--- src/rtl/teclado_pkg.sv ---
// Shared types, key codes and decode helpers for the 4x4 keypad reader.
// Key codes follow the display_7seg digit encoding so they can drive it directly.
package teclado_pkg;

  typedef enum logic [1:0] {
    VARRE,
    DEBOUNCE,
    PRESSIONADA,
    LIBERA
  } estado_t;

  localparam logic [3:0] TECLA_A    = 4'd10;
  localparam logic [3:0] TECLA_B    = 4'd11;
  localparam logic [3:0] TECLA_C    = 4'd12;
  localparam logic [3:0] TECLA_D    = 4'd13;
  localparam logic [3:0] TECLA_STAR = 4'd14;
  localparam logic [3:0] TECLA_HASH = 4'd15;

  // True when exactly one active-low row is asserted.
  function automatic logic one_hot_valido(input logic [3:0] lin);
    case (lin)
      4'b1110, 4'b1101, 4'b1011, 4'b0111: one_hot_valido = 1'b1;
      default:                            one_hot_valido = 1'b0;
    endcase
  endfunction

  function automatic logic [3:0] mapa(input logic [3:0] lin, input logic [1:0] col);
    logic [1:0] row;
    case (lin)
      4'b1101: row = 2'd1;
      4'b1011: row = 2'd2;
      4'b0111: row = 2'd3;
      default: row = 2'd0;
    endcase
    case ({row, col})
      4'h0: mapa = 4'd1;
      4'h1: mapa = 4'd2;
      4'h2: mapa = 4'd3;
      4'h3: mapa = TECLA_A;
      4'h4: mapa = 4'd4;
      4'h5: mapa = 4'd5;
      4'h6: mapa = 4'd6;
      4'h7: mapa = TECLA_B;
      4'h8: mapa = 4'd7;
      4'h9: mapa = 4'd8;
      4'hA: mapa = 4'd9;
      4'hB: mapa = TECLA_C;
      4'hC: mapa = TECLA_STAR;
      4'hD: mapa = 4'd0;
      4'hE: mapa = TECLA_HASH;
      default: mapa = TECLA_D;
    endcase
  endfunction

endpackage

--- src/rtl/leitor_teclado_4x4_sincronizador_2ff.sv ---
// Two-flop synchronizer for asynchronous inputs; resets to all-ones so
// pulled-up lines read as idle straight out of reset.
module sincronizador_2ff #(
  parameter int WIDTH = 4
) (
  input  logic             clk,
  input  logic             reset,
  input  logic [WIDTH-1:0] d_i,
  output logic [WIDTH-1:0] q_o
);

  logic [WIDTH-1:0] meta_q;
  logic [WIDTH-1:0] sync_q;

  // NOTE: sequential state uses non-blocking (<=) so every flop samples pre-edge values.
  always_ff @(posedge clk) begin
    if (reset) begin
      meta_q <= '1;
      sync_q <= '1;
    end else begin
      meta_q <= d_i;
      sync_q <= meta_q;
    end
  end

  assign q_o = sync_q;

endmodule

--- src/rtl/leitor_teclado_4x4.sv ---
// 4x4 matrix keypad scanner with debounce; emits a held key code and a
// one-clock pulse per accepted press.
module leitor_teclado_4x4
  import teclado_pkg::*;
#(
  parameter int FREQ_CLK_HZ = 25_000_000,
  parameter int SCAN_HZ     = 1000,
  parameter int DEBOUNCE_MS = 20
) (
  input  logic       clk,
  input  logic       reset,
  input  logic [3:0] linhas,
  output logic [3:0] colunas,
  output logic [3:0] tecla,
  output logic       tecla_valida,
  output logic       tecla_pressionada
);

  localparam int SCAN_DIV = FREQ_CLK_HZ / SCAN_HZ;
  localparam int DEB_CYC  = DEBOUNCE_MS * FREQ_CLK_HZ / 1000;
  localparam int SCAN_W   = (SCAN_DIV > 1) ? $clog2(SCAN_DIV) : 1;
  localparam int DEB_W    = (DEB_CYC > 1) ? $clog2(DEB_CYC) : 1;

  localparam logic [SCAN_W-1:0] SCAN_MAX = SCAN_W'(SCAN_DIV - 1);
  localparam logic [DEB_W-1:0]  DEB_MAX  = DEB_W'(DEB_CYC - 1);

  if (SCAN_DIV < 4) begin : g_chk_scan
    $error("leitor_teclado_4x4: SCAN_DIV must be >= 4");
  end
  if (DEB_CYC < 1) begin : g_chk_deb
    $error("leitor_teclado_4x4: DEB_CYC must be >= 1");
  end

  logic [3:0] lin_s;

  sincronizador_2ff #(.WIDTH(4)) u_sync_linhas (
    .clk   (clk),
    .reset (reset),
    .d_i   (linhas),
    .q_o   (lin_s)
  );

  estado_t           state_q, state_d;
  logic [1:0]        col_q, col_d;
  logic [SCAN_W-1:0] scan_q, scan_d;
  logic [DEB_W-1:0]  deb_q, deb_d;
  logic [3:0]        lin_cap_q, lin_cap_d;
  logic [1:0]        col_cap_q, col_cap_d;
  logic [3:0]        tecla_q, tecla_d;
  logic              valida_q, valida_d;

  always_ff @(posedge clk) begin
    if (reset) begin
      state_q   <= VARRE;
      col_q     <= 2'd0;
      scan_q    <= '0;
      deb_q     <= '0;
      lin_cap_q <= 4'hF;
      col_cap_q <= 2'd0;
      tecla_q   <= 4'd0;
      valida_q  <= 1'b0;
    end else begin
      state_q   <= state_d;
      col_q     <= col_d;
      scan_q    <= scan_d;
      deb_q     <= deb_d;
      lin_cap_q <= lin_cap_d;
      col_cap_q <= col_cap_d;
      tecla_q   <= tecla_d;
      valida_q  <= valida_d;
    end
  end

  always_comb begin
    // NOTE: every signal gets a default before the case so no latch is inferred.
    state_d   = state_q;
    col_d     = col_q;
    scan_d    = scan_q;
    deb_d     = deb_q;
    lin_cap_d = lin_cap_q;
    col_cap_d = col_cap_q;
    tecla_d   = tecla_q;
    valida_d  = 1'b0;
    unique case (state_q)
      VARRE: begin
        if (scan_q == SCAN_MAX) begin
          scan_d = '0;
          // Idle and multi-row (ghosting) samples both just move to the next column.
          if (one_hot_valido(lin_s)) begin
            lin_cap_d = lin_s;
            col_cap_d = col_q;
            deb_d     = '0;
            state_d   = DEBOUNCE;
          end else begin
            col_d = col_q + 2'd1;
          end
        end else begin
          scan_d = scan_q + 1'b1;
        end
      end
      DEBOUNCE: begin
        if (lin_s != lin_cap_q) begin
          state_d = VARRE;
          col_d   = col_q + 2'd1;
          scan_d  = '0;
        end else if (deb_q == DEB_MAX) begin
          tecla_d  = mapa(lin_cap_q, col_cap_q);
          valida_d = 1'b1;
          state_d  = PRESSIONADA;
        end else begin
          deb_d = deb_q + 1'b1;
        end
      end
      PRESSIONADA: begin
        if (lin_s == 4'hF) begin
          deb_d   = '0;
          state_d = LIBERA;
        end
      end
      LIBERA: begin
        if (lin_s != 4'hF) begin
          state_d = PRESSIONADA;
        end else if (deb_q == DEB_MAX) begin
          state_d = VARRE;
          col_d   = col_q + 2'd1;
          scan_d  = '0;
        end else begin
          deb_d = deb_q + 1'b1;
        end
      end
      default: state_d = VARRE;
    endcase
  end

  always_comb begin
    colunas           = ~(4'b0001 << col_q);
    tecla_pressionada = (state_q == PRESSIONADA) || (state_q == LIBERA);
    tecla             = tecla_q;
    tecla_valida      = valida_q;
  end

endmodule
--- config.mk ---
export PLATFORM = sky130hd
export DESIGN_NAME = leitor_teclado_4x4
export DESIGN_NICKNAME = d
export VERILOG_FILES = /design/src/rtl/teclado_pkg.sv /design/src/rtl/leitor_teclado_4x4_sincronizador_2ff.sv /design/src/rtl/leitor_teclado_4x4.sv
export SDC_FILE = /design/constraint.sdc
export NUM_CORES = 1
export LEC_CHECK = 0
export CORE_ASPECT_RATIO = 0.75
export CORE_MARGIN = 4
export CORE_UTILIZATION = 54
export DETAILED_ROUTE_END_ITERATION = 10
export GPL_TIMING_DRIVEN = 0
export HOLD_SLACK_MARGIN = 0.15
export PLACE_DENSITY = 0.73
export SLEW_MARGIN = 20
export SYNTH_ARGS = -nofsm -noshare
export SYNTH_HDL_FRONTEND = slang
export SYNTH_SLANG_ARGS = --single-unit
--- constraint.sdc ---
create_clock -name clk -period 5.4 [get_ports clk]
set_input_delay 1.35 -clock clk [delete_from_list [all_inputs] [get_ports clk]]
set_output_delay 1.35 -clock clk [all_outputs]
set_load 0.01 [all_outputs]
### Word level (Yosys, flattened, before mapping)

Memory sizes are Yosys's and may differ from the RTL's. A register that Yosys moved wholly into a read port is not among the register bits.
Cells that the tools add are included.

| operators by class | value |
|---|---|
| reduce and logical (&&, ||, !) cells | 11 |
| muxes and demuxes | 34 |
| equal/unequal tests | 25 |
| shift operators | 1 |
| $add $sub $neg | 3 |
| bitwise operators | 3 |

Operators by type and width:

| cell | number |
|---|---|
| two-way mux 19 bit | 6 |
| one-hot mux 19 bit (4 select lines) | 1 |
| two-way mux 15 bit | 4 |
| one-hot mux 15 bit (3 select lines) | 1 |
| two-way mux 2 bit | 15 |
| == test 4 bit (second input constant) | 6 |
| adder 19 x 1 -> 19 bit (second input constant) | 1 |
| == test 19 bit (second input constant) | 1 |
| inequality test 2 bit (second input constant) | 8 |
| adder 15 x 1 -> 15 bit (second input constant) | 1 |
| == test 15 bit (second input constant) | 1 |
| one-hot mux 2 bit (3 select lines) | 2 |
| AND reduction 5 bit | 2 |
| == test 4 x 3 -> 1 bit (second input constant) | 2 |
| one-hot mux 2 bit (4 select lines) | 1 |
| inequality test 3 bit (second input constant) | 2 |
| AND reduction 3 bit | 2 |
| AND reduction 6 bit | 1 |
| == test 2 bit (second input constant) | 2 |
| two-way mux 1 bit | 4 |
| inequality test 4 bit | 1 |
| inequality test 4 bit (second input constant) | 1 |
| NOT 4 bit | 1 |
| AND reduction 4 bit | 1 |
| 9 further kinds | 10 |

| storage, ports and cells | value |
|---|---|
| memories kept | 1 |
| input port bits | 6 |
| logic and storage cells | 87 |
| ROM bits | 64 |
| output and inout bits | 10 |
| flip-flop bits (word level) | 53 |

Memory list:

| name | depth | bits a word | rd ports | clocked after Yosys merged registers in | wr ports | line | text |
|---|---|---|---|---|---|---|---|
| (name not given) | 16 | 4 | 1 | 1 | 0 | teclado_pkg.sv:35 | `case ({row, col})` |

### Depth between registers and ports, before layout

| depth | value |
|---|---|
| word-level depth | 8 |
| mapped depth | 8 |
| depth with buffers taken out | 7 |

### Modules after synthesis

From an unflattened synthesis, not the netlist that was laid out.

| second synthesis, totals | value |
|---|---|
| cell total of the unflattened synthesis | 389 |
| area total of the unflattened synthesis | 3295.7 sq um |

Modules (own cells, without submodules):

| module | cells an instance | times used | area each (sq um) | seq. area each (sq um) |
|---|---|---|---|---|
| leitor_teclado_4x4 | 373 | 1 | 3085.5 | 980.9 |
| sincronizador_2ff | 16 | 1 | 210.2 | 160.2 |

### Least setup slack after synthesis

OpenSTA, ideal clock, no wires.

| path | value |
|---|---|
| path kind | flip-flop to flip-flop |
| from | register scan_q[12] |
| to | register deb_q[17] |
| setup time | 70 ps |
| clock period less this slack | 2529 ps |
| buffers on the path | 1 |
| data required time | 5330 ps |
| setup slack | 2871 ps |
| arrival time | 2459 ps |
| stages on the path, launching flop included | 8 |
| path through | dfxtp_1 > or4b_1 > or4_4 > buf_6 > o31ai_4 > a22oi_4 > or3_1 > a21oi_1 |

| on the way | value |
|---|---|
| word-level cells in the longest chain between the ends | 3 |

RTL lines:

| element | line | text |
|---|---|---|
| start: declaration | leitor_teclado_4x4.sv:45 | `logic [SCAN_W-1:0] scan_q, scan_d;` |
| start signal: assignment | leitor_teclado_4x4.sv:65 | `scan_q <= scan_d;` |
| == test 15 bit | leitor_teclado_4x4.sv:86 | `if (scan_q == SCAN_MAX) begin` |
| inequality test 2 bit (no source line) | -- |  |
| AND reduction 5 bit (no source line) | -- |  |
| end signal: assignment | leitor_teclado_4x4.sv:57 | `deb_q <= '0;` |
| end signal: assignment | leitor_teclado_4x4.sv:66 | `deb_q <= deb_d;` |
| end: declaration | leitor_teclado_4x4.sv:46 | `logic [DEB_W-1:0] deb_q, deb_d;` |

No other way between the ends.
A chain may end at the register's enable or synchronous reset.

### Final worst setup path

| path | value |
|---|---|
| from | register state_q[1] |
| to | output tecla_pressionada |

| on the way | value |
|---|---|
| word-level cells in the longest chain between the ends | 2 |
| elaborated cells on any way between the ends | 3 |
| classes of those cells | eq/ne (2); reduce/logical (1) |

RTL lines:

| element | line | text |
|---|---|---|
| start: declaration | leitor_teclado_4x4.sv:43 | `estado_t state_q, state_d;` |
| start signal: assignment | leitor_teclado_4x4.sv:63 | `state_q <= state_d;` |
| == test 2 bit | leitor_teclado_4x4.sv:137 | `tecla_pressionada = (state_q == PRESSIONADA) \|\| (state_q == LIBERA);` |
| logical OR 1 bit (*) | leitor_teclado_4x4.sv:137 |  |
| end: declaration | leitor_teclado_4x4.sv:16 | `output logic tecla_pressionada` |

Every way passes the cells marked *; elsewhere a longest branch is shown, timed or not.

==> reports/qor.csv <==
stage,metric,value,unit
status,status,completed,
floorplanning,fp.dieH,73.6,um
logic_synthesis,ys_seq_area_frac,0.368,
logic_synthesis,synth-seq-cells,57,
pwr,vdd_drop_max,0.119,mV
clock_tree,cts-root-buf,clkbuf_8,
floorplanning,io_pins,16,
cells_and_area,final_core_util,0.649,
floorplanning,die_x,95.5,um
routing,postRouteAntennaNets,0,
cells_and_area,area_growth_syn_to_layout,13.9,%
clock_tree,numCtsBuffers,9,
clock_tree,cts.sinks,57,
place,place_hpwl,5340,um
timing,slew_viol_final,0,
logic_synthesis,synth.avg_cell_area,8.42,sq um
timing,fin_crit_sh,0.583,
timing,max_freq,317,MHz
timing,finalHoldWorstSlack,0.414,ns
floorplanning,start_util,0.570,
setup_path,cp.arrival,1.80,ns
cells_and_area,fill_cells,455,
floorplanning,die_area,7030,sq um
clock_tree,clk_pin_slew,0.07,ns
logic_synthesis,synthCells,368,
setup_path,critPathLaunchType,flop,
setup_path,cp_max_fo,10,
logic_synthesis,synth_warnings,0,
setup_path,cp-end-kind,primary output,
routing,firstDrtPassIters,4,
clock_tree,clk_latency,0.34,ns
place,port_buffers,14,
clock_tree,holdBufCountCts,0,
floorplanning,num_rows,23,
timing,finalSetupTns,0,ns
clock_tree,postCtsSetupBuffers,0,
grt,track_usage,0.240,
clock_tree,h-tree-depth,3,
timing,slew_headroom,0.536,
clock_tree,cts-resized-gates,0,
logic_synthesis,yosysUniqueCellTypes,54,
routing,drt-initial-drc-count,203,
grt,grt_first_pass_wirelength,13000,um
setup_path,crit_top_cell,clkbuf_1,
timing,grt_setup_unrepaired,false,
grt,first_global_vias,2756,
timing,worst_pin_slew,0.693,ns
grt,grt_overflow,0,
place,gp_congestion,0.958,
setup_path,crit_chain,clkbuf_1 -> clkbuf_1 -> clkdlybuf4s50_1,
grt,grt_antenna_before_repair,0,
timing,skew,0.00635,ns
pwr,power,0.000859,W
setup_path,crit_slowest_cell,clkdlybuf4s50_1,
job,max_cap_violations,0,
grt,grt_max_degree,11,
routing,drc,0,
logic_synthesis,syn_nets,385,
logic_synthesis,synth-async-reset-ratio,0,
logic_synthesis,synth_edf_count,0,
setup_path,worst-path-buf-inv,3,
cells_and_area,drive_gt1_frac,0.0930,
routing,routedWlPerCell,15.7,um
logic_synthesis,synth_area,3100,sq um
clock_tree,clockBufferDepth,2,
timing,finalSetupViolations,0,
cells_and_area,diodes,0,
logic_synthesis,ys.flop_type,dfxtp_1,
cells_and_area,fin_nets,410,
floorplanning,core,5440,sq um
setup_path,required,4.05,ns
routing,num_vias,2839,
pwr,leakagePower,1.36,nW
routing,routed_wl,7430,um
setup_path,crit_family,buffers and inverters,
setup_path,worstSetupPathType,reg2out,
routing,avgViaCountPerCell,6.00,
timing,hold_viol,0,
hold_path,hold_path.class,reg2reg,
pwr,p_per_area,243,nW/um^2
setup_path,crit_path_max_incr_delay,0.54,ns
timing,min_period,3.15,ns
clock_tree,cts_tree,built,
==> layout by cell type, fill, tap and decap left out, drive strengths merged, types with 12 or more instances in the layout <==
master,n
o21ai,14
a21oi,21
nor2,41
dfxtp,57
clkdlybuf4s50,14
clkbuf,26
and3,12
inv,12
nand2,31
nand3,16
==> flip-flops by register name, summed over array words and instances (netlist names) <==
name and count:
u_sync_linhas.q_o 4, tecla_valida 1, col_cap_q 2, scan_q 15
u_sync_linhas.meta_q 4, col_q 2, lin_cap_q 4, deb_q 19
tecla 4, state_q 2
==> cell usage after synthesis, drive strengths merged, types with 9 or more instances <==
cell / instances / area share
a21oi: 21 / 0.035
a311oi: 11 / 0.031
and3: 12 / 0.024
clkbuf: 15 / 0.018
dfxtp: 57 / 0.37
ha: 11 / 0.044
inv: 12 / 0.015
mux2i: 9 / 0.029
nand2: 31 / 0.038
nand3: 16 / 0.026
nand4: 9 / 0.018
nor2: 41 / 0.050
o21ai: 14 / 0.024
or2: 11 / 0.022
==> per-layer routing <==
metal | vias to the layer above | track usage | wire length, um
met4 | 0 | 0.0804 | 104
met1 | 1323 | 0.333 | 3700
met3 | 13 | 0.0880 | 507
li1 | 1412 | - | -
met2 | 91 | 0.343 | 3120
met5 | - | 0 | 0
==> through the flow <==
step	std cells	area, sq um	setup slack (ns)
after global routing	473	3530	2.11
after floorplan	368	3100	2.87
after global placement	457	3330	2.57
after CTS	473	3530	2.24
final	473	3530	2.25
after detailed placement	457	3330	2.56
==> kinds of logic (layout without fill, tap and decap cells) <==
family / Yosys count / count (layout) / share of synthesized area
DFF: 57 / 57 / 0.368
and+or+nand+nor: 166 / 166 / 0.286
muxes: 13 / 13 / 0.0473
xor gates and xnor gates: 9 / 9 / 0.0254
adders and majority gates: 11 / 11 / 0.0444
buffers and inverters: 29 / 59 / 0.0376
AOI/OAI and AO/OA: 83 / 83 / 0.191
==> final timing paths <==
| path | startpoint | endpoint | slack, ns | cells after the start |
|---|---|---|---|---|
| min reg2reg | u_sync_linhas.meta_q[3]$_SDFF_PP1_ | u_sync_linhas.q_o[3]$_SDFF_PP1_ | 0.41 | 1 |
| max reg2reg | deb_q[8]$_SDFFE_PP0P_ | col_q[0]$_SDFFE_PP0P_ | 2.48 | 6 |
| min | u_sync_linhas.meta_q[3]$_SDFF_PP1_ | u_sync_linhas.q_o[3]$_SDFF_PP1_ | 0.41 | 1 |
| max | state_q[1]$_SDFFE_PP0P_ | tecla_pressionada | 2.25 | 3 |
==> worst register-to-register path, delay by kind of cell (launching register included) <==
kind	cells	cell delay, ns
AO/OA/AOI/OAI	2	0.80
flip-flops	1	0.43
AND/OR/NAND/NOR	3	1.21
multiplexers	1	0.35
==> area by class of cell <==
type	instances	area (sq um)	area share
inverter	13	48.8	0.0138
tap	75	93.8	0.0266
clock buffer	11	141	0.0401
multi-input combinational	282	1840	0.522
clock inverter	5	55.1	0.0156
timing repair buffer	14	140	0.0397
buffer	16	67.6	0.0191
sequential	57	1140	0.323
==> where the power goes <==
| group | switching, W | leakage (nW) | internal, W |
|---|---|---|---|
| logic | 0.0000162 | 0.805 | 0.0000129 |
| registers | 0.00000477 | 0.462 | 0.000425 |
| clock network | 0.000176 | 0.0953 | 0.000224 |
Power figures use the tool's default switching activity.
